--- config.mk ---
export PLATFORM = sky130hd
export DESIGN_NAME = lsp_flat
export DESIGN_NICKNAME = d
export VERILOG_FILES = /design/src/rtl/lsp_pkg.sv /design/src/rtl/lsp_if.sv /design/src/rtl/lsp_lane_align.sv /design/src/rtl/lsp.sv /design/src/flat_wrapper.sv
export SDC_FILE = /design/constraint.sdc
export NUM_CORES = 1
export LEC_CHECK = 0
export CORE_AREA = 2 2 191 193
export DETAILED_ROUTE_END_ITERATION = 16
export DIE_AREA = 0 0 193 195
export DONT_BUFFER_PORTS = 1
export GPL_ROUTABILITY_DRIVEN = 0
export PLACE_DENSITY = 0.56
export SYNTH_ARGS = -nofsm -noshare
export SYNTH_HDL_FRONTEND = slang
export SYNTH_SLANG_ARGS = --single-unit
--- constraint.sdc ---
create_clock -name clk -period 8.65 [get_ports clk]
set_clock_uncertainty 0.1 [all_clocks]
set_input_delay 0.865 -clock clk [delete_from_list [all_inputs] [get_ports clk]]
set_output_delay 0.865 -clock clk [all_outputs]
set_load 0.005 [all_outputs]
--- src/rtl/lsp_pkg.sv ---
// Shared types for the load/store pipe: access width codes, MEM FSM states and
// the lane helpers used by address generation and alignment.
package lsp_pkg;

    typedef enum logic [1:0] {
        MW_B = 2'd0,
        MW_H = 2'd1,
        MW_W = 2'd2,
        MW_D = 2'd3
    } mw_e;

    typedef enum logic [1:0] {
        M_IDLE = 2'd0,
        M_REQ  = 2'd1,
        M_WAIT = 2'd2
    } lsp_state_e;

    function automatic logic [7:0] base_mask(input mw_e w);
        case (w)
            MW_B:    return 8'h01;
            MW_H:    return 8'h03;
            MW_W:    return 8'h0F;
            default: return 8'hFF;
        endcase
    endfunction

    function automatic logic misaligned(input mw_e w, input logic [2:0] off);
        case (w)
            MW_H:    return off[0];
            MW_W:    return |off[1:0];
            MW_D:    return |off;
            default: return 1'b0;
        endcase
    endfunction

endpackage

--- src/rtl/lsp_if.sv ---
// Issue-side bundle, writeback and D-cache port of the load/store pipe.
// LSP_MISALIGN_TRAP_EN adds the misalignment report signals.
interface lsp_if #(parameter int DM_ADDR_W = 64);
    logic [63:0]          ix_lsp_pc;
    logic [4:0]           ix_lsp_dst;
    logic                 ix_lsp_wb_en;
    logic [63:0]          ix_lsp_base;
    logic [11:0]          ix_lsp_offset;
    logic [63:0]          ix_lsp_source;
    logic                 ix_lsp_mem_sign;
    logic [1:0]           ix_lsp_mem_width;
    logic                 ix_lsp_valid;
    logic                 ix_lsp_ready;
    logic                 lsp_ix_mem_busy;
    logic                 lsp_ix_mem_wb_en;
    logic [4:0]           lsp_ix_mem_dst;
    logic                 lsp_wb_valid;
    logic                 lsp_wb_wb_en;
    logic [4:0]           lsp_wb_dst;
    logic [63:0]          lsp_wb_result;
    logic                 dm_req_valid;
    logic                 dm_req_ready;
    logic                 dm_req_wen;
    logic [DM_ADDR_W-1:0] dm_req_addr;
    logic [63:0]          dm_req_wdata;
    logic [7:0]           dm_req_wmask;
    logic                 dm_resp_valid;
    logic [63:0]          dm_resp_rdata;
`ifdef LSP_MISALIGN_TRAP_EN
    logic                 lsp_misalign_valid;
    logic [63:0]          lsp_misalign_pc;
    logic [63:0]          lsp_misalign_addr;

    modport slave (
        input  ix_lsp_pc, ix_lsp_dst, ix_lsp_wb_en, ix_lsp_base, ix_lsp_offset, ix_lsp_source,
               ix_lsp_mem_sign, ix_lsp_mem_width, ix_lsp_valid, dm_req_ready, dm_resp_valid, dm_resp_rdata,
        output ix_lsp_ready, lsp_ix_mem_busy, lsp_ix_mem_wb_en, lsp_ix_mem_dst, lsp_wb_valid, lsp_wb_wb_en,
               lsp_wb_dst, lsp_wb_result, dm_req_valid, dm_req_wen, dm_req_addr, dm_req_wdata, dm_req_wmask,
               lsp_misalign_valid, lsp_misalign_pc, lsp_misalign_addr
    );
    modport master (
        output ix_lsp_pc, ix_lsp_dst, ix_lsp_wb_en, ix_lsp_base, ix_lsp_offset, ix_lsp_source,
               ix_lsp_mem_sign, ix_lsp_mem_width, ix_lsp_valid, dm_req_ready, dm_resp_valid, dm_resp_rdata,
        input  ix_lsp_ready, lsp_ix_mem_busy, lsp_ix_mem_wb_en, lsp_ix_mem_dst, lsp_wb_valid, lsp_wb_wb_en,
               lsp_wb_dst, lsp_wb_result, dm_req_valid, dm_req_wen, dm_req_addr, dm_req_wdata, dm_req_wmask,
               lsp_misalign_valid, lsp_misalign_pc, lsp_misalign_addr
    );
`else
    modport slave (
        input  ix_lsp_pc, ix_lsp_dst, ix_lsp_wb_en, ix_lsp_base, ix_lsp_offset, ix_lsp_source,
               ix_lsp_mem_sign, ix_lsp_mem_width, ix_lsp_valid, dm_req_ready, dm_resp_valid, dm_resp_rdata,
        output ix_lsp_ready, lsp_ix_mem_busy, lsp_ix_mem_wb_en, lsp_ix_mem_dst, lsp_wb_valid, lsp_wb_wb_en,
               lsp_wb_dst, lsp_wb_result, dm_req_valid, dm_req_wen, dm_req_addr, dm_req_wdata, dm_req_wmask
    );
    modport master (
        output ix_lsp_pc, ix_lsp_dst, ix_lsp_wb_en, ix_lsp_base, ix_lsp_offset, ix_lsp_source,
               ix_lsp_mem_sign, ix_lsp_mem_width, ix_lsp_valid, dm_req_ready, dm_resp_valid, dm_resp_rdata,
        input  ix_lsp_ready, lsp_ix_mem_busy, lsp_ix_mem_wb_en, lsp_ix_mem_dst, lsp_wb_valid, lsp_wb_wb_en,
               lsp_wb_dst, lsp_wb_result, dm_req_valid, dm_req_wen, dm_req_addr, dm_req_wdata, dm_req_wmask
    );
`endif
endinterface

--- src/rtl/lsp_lane_align.sv ---
// Byte-lane steering: store data/mask shift into the 8-byte word, and load
// extract plus sign/zero extension out of it.
module lsp_lane_align
    import lsp_pkg::*;
(
    input  logic [2:0]  i_st_off,
    input  mw_e         i_st_width,
    input  logic [63:0] i_st_data,
    output logic [63:0] o_st_wdata,
    output logic [7:0]  o_st_wmask,
    input  logic [2:0]  i_ld_off,
    input  mw_e         i_ld_width,
    input  logic        i_ld_sign,
    input  logic [63:0] i_ld_word,
    output logic [63:0] o_ld_data
);

    logic [63:0] w_ld_sh;

    // Lanes pushed past byte 7 fall off the top of both data and mask.
    assign o_st_wdata = i_st_data << {i_st_off, 3'b000};
    assign o_st_wmask = base_mask(i_st_width) << i_st_off;
    assign w_ld_sh    = i_ld_word >> {i_ld_off, 3'b000};

    always_comb begin
        o_ld_data = w_ld_sh;
        case (i_ld_width)
            MW_B:    o_ld_data = {{56{i_ld_sign & w_ld_sh[7]}},  w_ld_sh[7:0]};
            MW_H:    o_ld_data = {{48{i_ld_sign & w_ld_sh[15]}}, w_ld_sh[15:0]};
            MW_W:    o_ld_data = {{32{i_ld_sign & w_ld_sh[31]}}, w_ld_sh[31:0]};
            default: o_ld_data = w_ld_sh;
        endcase
    end

endmodule

--- src/rtl/lsp.sv ---
// Load/store pipe: combinational AG, one-entry MEM stage with D-cache handshake,
// registered WB. LSP_MISALIGN_TRAP_EN enables misaligned-access reporting.
module lsp
    import lsp_pkg::*;
#(
    parameter int DM_ADDR_W = 64
) (
    input logic  clk,
    input logic  rst,
    lsp_if.slave bus
);

    lsp_state_e  r_state;
    logic        r_ld;
    logic        r_wb_valid;
    logic        r_wb_wb_en;
    logic [63:0] r_ea;
    logic [63:0] r_wdata;
    logic [7:0]  r_wmask;
    logic [4:0]  r_dst;
    mw_e         r_width;
    logic        r_sign;
    logic [4:0]  r_wb_dst;
    logic [63:0] r_wb_result;

    logic [63:0] w_ea;
    logic [63:0] w_addr_al;
    logic [63:0] w_st_wdata;
    logic [7:0]  w_st_wmask;
    logic [63:0] w_ld_data;
    logic        w_done;
    logic        w_accept;
    logic        w_mem_mis;

    assign w_ea      = bus.ix_lsp_base + {{52{bus.ix_lsp_offset[11]}}, bus.ix_lsp_offset};
    assign w_addr_al = {r_ea[63:3], 3'b000};
    assign w_accept  = bus.ix_lsp_valid & bus.ix_lsp_ready;

`ifdef LSP_MISALIGN_TRAP_EN
    logic        r_mis;
    logic        r_mis_valid;
    logic [63:0] r_pc;
    logic [63:0] r_mis_pc;
    logic [63:0] r_mis_addr;

    assign w_mem_mis              = r_mis;
    assign bus.lsp_misalign_valid = r_mis_valid;
    assign bus.lsp_misalign_pc    = r_mis_pc;
    assign bus.lsp_misalign_addr  = r_mis_addr;

    always_ff @(posedge clk or posedge rst) begin
        if (rst) r_mis_valid <= 1'b0;
        else     r_mis_valid <= w_done & r_mis;
    end

    always_ff @(posedge clk) begin
        if (w_accept) begin
            r_mis <= misaligned(mw_e'(bus.ix_lsp_mem_width), w_ea[2:0]);
            r_pc  <= bus.ix_lsp_pc;
        end
        if (w_done) begin
            r_mis_pc   <= r_pc;
            r_mis_addr <= r_ea;
        end
    end
`else
    assign w_mem_mis = 1'b0;
`endif

    lsp_lane_align u_align (
        .i_st_off   (w_ea[2:0]),
        .i_st_width (mw_e'(bus.ix_lsp_mem_width)),
        .i_st_data  (bus.ix_lsp_source),
        .o_st_wdata (w_st_wdata),
        .o_st_wmask (w_st_wmask),
        .i_ld_off   (r_ea[2:0]),
        .i_ld_width (r_width),
        .i_ld_sign  (r_sign),
        .i_ld_word  (bus.dm_resp_rdata),
        .o_ld_data  (w_ld_data)
    );

    // A response arriving with the request handshake finishes the load from M_REQ.
    always_comb begin
        w_done = 1'b0;
        case (r_state)
            M_REQ:   w_done = w_mem_mis | (bus.dm_req_ready & (~r_ld | bus.dm_resp_valid));
            M_WAIT:  w_done = bus.dm_resp_valid;
            default: w_done = 1'b0;
        endcase
    end

    always_ff @(posedge clk or posedge rst) begin
        if (rst) begin
            r_state    <= M_IDLE;
            r_ld       <= 1'b0;
            r_wb_valid <= 1'b0;
            r_wb_wb_en <= 1'b0;
        end else begin
            r_wb_valid <= w_done;
            if (w_done)   r_wb_wb_en <= r_ld & ~w_mem_mis;
            if (w_accept) r_ld       <= bus.ix_lsp_wb_en;
            case (r_state)
                M_IDLE: if (w_accept) r_state <= M_REQ;
                M_REQ: begin
                    if (w_done)                r_state <= w_accept ? M_REQ : M_IDLE;
                    else if (bus.dm_req_ready) r_state <= M_WAIT;
                end
                M_WAIT: if (w_done) r_state <= w_accept ? M_REQ : M_IDLE;
                default: r_state <= M_IDLE;
            endcase
        end
    end

    always_ff @(posedge clk) begin
        if (w_accept) begin
            r_ea    <= w_ea;
            r_wdata <= w_st_wdata;
            r_wmask <= w_st_wmask;
            r_dst   <= bus.ix_lsp_dst;
            r_width <= mw_e'(bus.ix_lsp_mem_width);
            r_sign  <= bus.ix_lsp_mem_sign;
        end
        if (w_done) begin
            r_wb_dst    <= r_dst;
            r_wb_result <= w_ld_data;
        end
    end

    assign bus.ix_lsp_ready     = ~rst & ((r_state == M_IDLE) | w_done);
    assign bus.lsp_ix_mem_busy  = (r_state != M_IDLE);
    assign bus.lsp_ix_mem_wb_en = (r_state != M_IDLE) & r_ld;
    assign bus.lsp_ix_mem_dst   = r_dst;
    assign bus.lsp_wb_valid     = r_wb_valid;
    assign bus.lsp_wb_wb_en     = r_wb_wb_en;
    assign bus.lsp_wb_dst       = r_wb_dst;
    assign bus.lsp_wb_result    = r_wb_result;
    assign bus.dm_req_valid     = (r_state == M_REQ) & ~w_mem_mis;
    assign bus.dm_req_wen       = ~r_ld;
    assign bus.dm_req_addr      = w_addr_al[DM_ADDR_W-1:0];
    assign bus.dm_req_wdata     = r_wdata;
    assign bus.dm_req_wmask     = r_wmask;

endmodule
--- src/flat_wrapper.sv ---
// flat-port wrapper written by rule: the top's interface ports become plain ports
module lsp_flat import lsp_pkg::*;
#(
    parameter int DM_ADDR_W = 64
)
  (clk, rst, bus_ix_lsp_pc, bus_ix_lsp_dst, bus_ix_lsp_wb_en, bus_ix_lsp_base, bus_ix_lsp_offset, bus_ix_lsp_source, bus_ix_lsp_mem_sign, bus_ix_lsp_mem_width, bus_ix_lsp_valid, bus_dm_req_ready, bus_dm_resp_valid, bus_dm_resp_rdata, bus_ix_lsp_ready, bus_lsp_ix_mem_busy, bus_lsp_ix_mem_wb_en, bus_lsp_ix_mem_dst, bus_lsp_wb_valid, bus_lsp_wb_wb_en, bus_lsp_wb_dst, bus_lsp_wb_result, bus_dm_req_valid, bus_dm_req_wen, bus_dm_req_addr, bus_dm_req_wdata, bus_dm_req_wmask);
  lsp_if #(.DM_ADDR_W(DM_ADDR_W)) bus_i ();
  input logic clk;
  input logic rst;
  input wire logic [$bits(bus_i.ix_lsp_pc)-1:0] bus_ix_lsp_pc;
  input wire logic [$bits(bus_i.ix_lsp_dst)-1:0] bus_ix_lsp_dst;
  input wire logic [$bits(bus_i.ix_lsp_wb_en)-1:0] bus_ix_lsp_wb_en;
  input wire logic [$bits(bus_i.ix_lsp_base)-1:0] bus_ix_lsp_base;
  input wire logic [$bits(bus_i.ix_lsp_offset)-1:0] bus_ix_lsp_offset;
  input wire logic [$bits(bus_i.ix_lsp_source)-1:0] bus_ix_lsp_source;
  input wire logic [$bits(bus_i.ix_lsp_mem_sign)-1:0] bus_ix_lsp_mem_sign;
  input wire logic [$bits(bus_i.ix_lsp_mem_width)-1:0] bus_ix_lsp_mem_width;
  input wire logic [$bits(bus_i.ix_lsp_valid)-1:0] bus_ix_lsp_valid;
  input wire logic [$bits(bus_i.dm_req_ready)-1:0] bus_dm_req_ready;
  input wire logic [$bits(bus_i.dm_resp_valid)-1:0] bus_dm_resp_valid;
  input wire logic [$bits(bus_i.dm_resp_rdata)-1:0] bus_dm_resp_rdata;
  output wire logic [$bits(bus_i.ix_lsp_ready)-1:0] bus_ix_lsp_ready;
  output wire logic [$bits(bus_i.lsp_ix_mem_busy)-1:0] bus_lsp_ix_mem_busy;
  output wire logic [$bits(bus_i.lsp_ix_mem_wb_en)-1:0] bus_lsp_ix_mem_wb_en;
  output wire logic [$bits(bus_i.lsp_ix_mem_dst)-1:0] bus_lsp_ix_mem_dst;
  output wire logic [$bits(bus_i.lsp_wb_valid)-1:0] bus_lsp_wb_valid;
  output wire logic [$bits(bus_i.lsp_wb_wb_en)-1:0] bus_lsp_wb_wb_en;
  output wire logic [$bits(bus_i.lsp_wb_dst)-1:0] bus_lsp_wb_dst;
  output wire logic [$bits(bus_i.lsp_wb_result)-1:0] bus_lsp_wb_result;
  output wire logic [$bits(bus_i.dm_req_valid)-1:0] bus_dm_req_valid;
  output wire logic [$bits(bus_i.dm_req_wen)-1:0] bus_dm_req_wen;
  output wire logic [$bits(bus_i.dm_req_addr)-1:0] bus_dm_req_addr;
  output wire logic [$bits(bus_i.dm_req_wdata)-1:0] bus_dm_req_wdata;
  output wire logic [$bits(bus_i.dm_req_wmask)-1:0] bus_dm_req_wmask;
  assign bus_i.ix_lsp_pc = bus_ix_lsp_pc;
  assign bus_i.ix_lsp_dst = bus_ix_lsp_dst;
  assign bus_i.ix_lsp_wb_en = bus_ix_lsp_wb_en;
  assign bus_i.ix_lsp_base = bus_ix_lsp_base;
  assign bus_i.ix_lsp_offset = bus_ix_lsp_offset;
  assign bus_i.ix_lsp_source = bus_ix_lsp_source;
  assign bus_i.ix_lsp_mem_sign = bus_ix_lsp_mem_sign;
  assign bus_i.ix_lsp_mem_width = bus_ix_lsp_mem_width;
  assign bus_i.ix_lsp_valid = bus_ix_lsp_valid;
  assign bus_i.dm_req_ready = bus_dm_req_ready;
  assign bus_i.dm_resp_valid = bus_dm_resp_valid;
  assign bus_i.dm_resp_rdata = bus_dm_resp_rdata;
  assign bus_ix_lsp_ready = bus_i.ix_lsp_ready;
  assign bus_lsp_ix_mem_busy = bus_i.lsp_ix_mem_busy;
  assign bus_lsp_ix_mem_wb_en = bus_i.lsp_ix_mem_wb_en;
  assign bus_lsp_ix_mem_dst = bus_i.lsp_ix_mem_dst;
  assign bus_lsp_wb_valid = bus_i.lsp_wb_valid;
  assign bus_lsp_wb_wb_en = bus_i.lsp_wb_wb_en;
  assign bus_lsp_wb_dst = bus_i.lsp_wb_dst;
  assign bus_lsp_wb_result = bus_i.lsp_wb_result;
  assign bus_dm_req_valid = bus_i.dm_req_valid;
  assign bus_dm_req_wen = bus_i.dm_req_wen;
  assign bus_dm_req_addr = bus_i.dm_req_addr;
  assign bus_dm_req_wdata = bus_i.dm_req_wdata;
  assign bus_dm_req_wmask = bus_i.dm_req_wmask;
  lsp #(.DM_ADDR_W(DM_ADDR_W)) u_core (.clk(clk), .rst(rst), .bus(bus_i));
endmodule
==> flow_summary.ini <==
[cells_and_area]
num-fill-cells = 3402
layout.area.seq_um2 = 6520
multi_input_area_um2 = 7720
final_common_cell = edfxtp_1
drive_gt1_share_pct = 9.77
final_nets = 1753
syn_to_final_growth_pct = 5.48
mostFrequentLayoutCells = edfxtp_1 (213), nand2_1 (182), a21oi_1 (122)

[placement]
place_ws_ns = 4.10
hpwl_um = 34000
port_buffers = 0

[drt]
num_vias = 11400
first_pass_iters = 5
drc = 0
detail-route-antenna-nets = 0
drtIter0Drc = 732
wl_per_cell_um = 24.2
drt-vias-per-instance = 6.03
routed_wl_um = 45500

[setup_path]
critPathKind = flip-flop to flip-flop
start_kind = flip-flop
end_kind = flip-flop
slowest_stage = edfxtp_1
rrSetupSlack_ns = 4.09
worstPathRequired_ns = 8.76
worstPathCellList = buf_4 -> mux2i_1 -> mux2i_1 -> nand2_1 -> nand2_1 -> o2111ai_2 -> o21ai_2 -> nand2_1 -> o21ai_0
critPathMostFrequentCell = nand2_1
cp.arrival_ns = 4.67
cp_max_fo = 54
max_stage_delay_ns = 0.77

[global_routing]
overflow = 0
grt_pass1_wl_um = 67900
grtUsageTotal_pct = 23.3
grt_max_degree = 85
antenna_found_initial = 2
grt_pass1_vias = 11100

[timing]
worst_slew_pin_slew_ns = 1.05
timing.final.crit_share_pct = 52.7
hold_violations = 0
rsz0062_at_grt = false
fmax_mhz = 219
fin_ws_ns = 4.09
fin_crit_ns = 4.56
tns_ns = 0
setup-violations-final = 0
finalMaxSlewViolations = 0
slew_headroom_pct = 30.2

[synth]
syn_avg_cell_area_um2 = 10.0
ys.flop_type = edfxtp_1
yosysSeqAreaShare_pct = 43.1
synth_area_leaders = edfxtp_1 (42%), mux2i_1 (5.7%), ha_1 (5.5%)
ys_seq_elements = 218
async_reset_ff_share_pct = 2.29
synth_top_area_share_pct = 42.2
synth_top_area_cell = edfxtp_1
syn-cell-area_um2 = 15100
yosysWarnings = 0
synth_edf_count = 213
synth_cell_types = 75
syn_inst = 1508

[die]
rows = 69
initial_core_util_pct = 42.8
dieWidth_um = 193
fp.dieH_um = 195
io_pins = 499
core_um2 = 35400
dieArea_um2 = 37600

[clocking]
cts_resized = 0
post_cts_buffers = 0
holdBufCountCts = 1
clk_pin_slew_ns = 0.06
cts_sinks = 218
cts_made_buffers = 25
cts-root-buf = clkbuf_16
htree_levels = 1
clock_path_buffers = 3
clk_latency_ns = 0.54
tritoncts = done

[power_and_ir_drop]
power_density_nw_per_um2 = 228
p_leak_nw = 5.95
vdd_ir_drop_max_mv = 0.179

[worst_hold_path]
worstHoldPathType = input port to flip-flop

[outcome]
status = finished, final reports clean

[flow_run]
max-cap-violations = 0
## synthesized netlist by cell type, types with 4 or more instances
cell type,n
edfxtp_1,213
buf_2,15
or2_2,4
buf_4,64
a211oi_1,16
and3_1,6
a221oi_1,5
a211o_1,4
a21o_1,24
nand3_1,44
dfrtp_1,5
xnor2_1,32
nand2b_1,6
mux4_2,31
nor3_1,19
and2_1,13
a22o_1,7
xor2_1,25
nor2b_1,11
a311oi_1,4
o21ai_1,11
a31oi_1,12
o22ai_1,6
buf_1,9
o31ai_1,18
ha_1,67
o21ai_0,109
a21oi_1,122
o21a_1,9
mux2i_1,86
mux2_2,26
inv_1,29
nand4_1,10
nor2_1,113
nand2_1,182
o21bai_1,9
o211ai_1,7
a32o_1,8
a31o_2,9
clkbuf_1,60
## critical path: cells and delay by family, from the launching register on
family / cells / cell delay [ns]
and+or+nand+nor: 3 / 0.90
buffers and inverters: 1 / 0.66
DFF: 1 / 0.77
muxes: 2 / 0.44
AOI/OAI and AO/OA: 3 / 1.33
## flip-flops by register name, summed over array words and instances (netlist names), 2 cells and up
name / cells
u_core.bus.dm_req_wmask: 8
u_core.bus.lsp_ix_mem_dst: 5
u_core.r_state: 2
u_core.r_width: 2
u_core.r_ea: 64
u_core.bus.lsp_wb_result: 64
u_core.bus.lsp_wb_dst: 5
u_core.bus.dm_req_wdata: 64
## metal layers
metal	share of wire [%]	wire, um	up-vias	track usage, %
met1	38	17400	5438	27.7
met3	11	4830	72	7.82
li1	-	-	5381	-
met2	48	21800	476	39.4
met4	3.1	1400	2	7.69
met5	0.029	13	-	0
## kinds of logic (layout without fill, tap and decap cells)
logic type               Yosys count  count (layout)  synth area share, %
other                              1               4               0.0248
AND/OR/NAND/NOR                  431             431                 12.6
flip-flops                       218             218                 43.1
buffers and inverters            182              94                 6.22
XOR/XNOR                          57              57                 3.30
AO/OA/AOI/OAI                    408             408                 16.8
multiplexers                     143             143                 12.2
adder cells (fa/ha/maj)           68              68                 5.67
## cell type report
type	count	share of cell area, %
clock inverter	18	1.64
clock buffer	28	4.05
inverter	34	0.830
multi-input combinational	1110	48.3
tap	461	3.61
antenna	1	0.0157
timing repair buffer	14	0.674
sequential	218	40.8
## stage by stage
stage	instances	utilization [%]	power [mW]	instance area, um2	hold slack (ns)
floorplan	1510	-	2.27	15200	0.352
global placement	1836	42.5	2.46	15100	0.380
detailed placement	1836	42.5	2.47	15100	0.407
CTS	1883	45.1	3.66	16000	0.289
global route	1884	45.1	3.82	16000	0.292
finish	1884	45.1	3.64	16000	0.318
## worst paths after layout
check | cells after the start | endpoint | from
worst max-delay path | 9 | u_core.bus.lsp_wb_result[49]$_DFFE_PP_ | u_core.r_ea[1]$_DFFE_PP_
worst min-delay path | 0 | u_core.r_sign$_DFFE_PP_ | bus_ix_lsp_mem_sign
worst max register to register | 9 | u_core.bus.lsp_wb_result[49]$_DFFE_PP_ | u_core.r_ea[1]$_DFFE_PP_
worst min register to register | 0 | u_core.bus.lsp_wb_dst[1]$_DFFE_PP_ | u_core.bus.lsp_ix_mem_dst[1]$_DFFE_PP_
max in group asynchronous | 2 | u_core.r_state[1]$_DFFE_PP0P_ | rst
min in group asynchronous | 2 | u_core.bus.lsp_wb_wb_en$_DFFE_PP0P_ | rst
## where the power goes
group / internal, mW / switching, mW
Sequential: 1.41 / 0.123
Combinational: 0.341 / 0.573
Clock: 0.722 / 0.462
Total: 2.48 / 1.16
No activity file was read; power rests on OpenSTA's default activity.
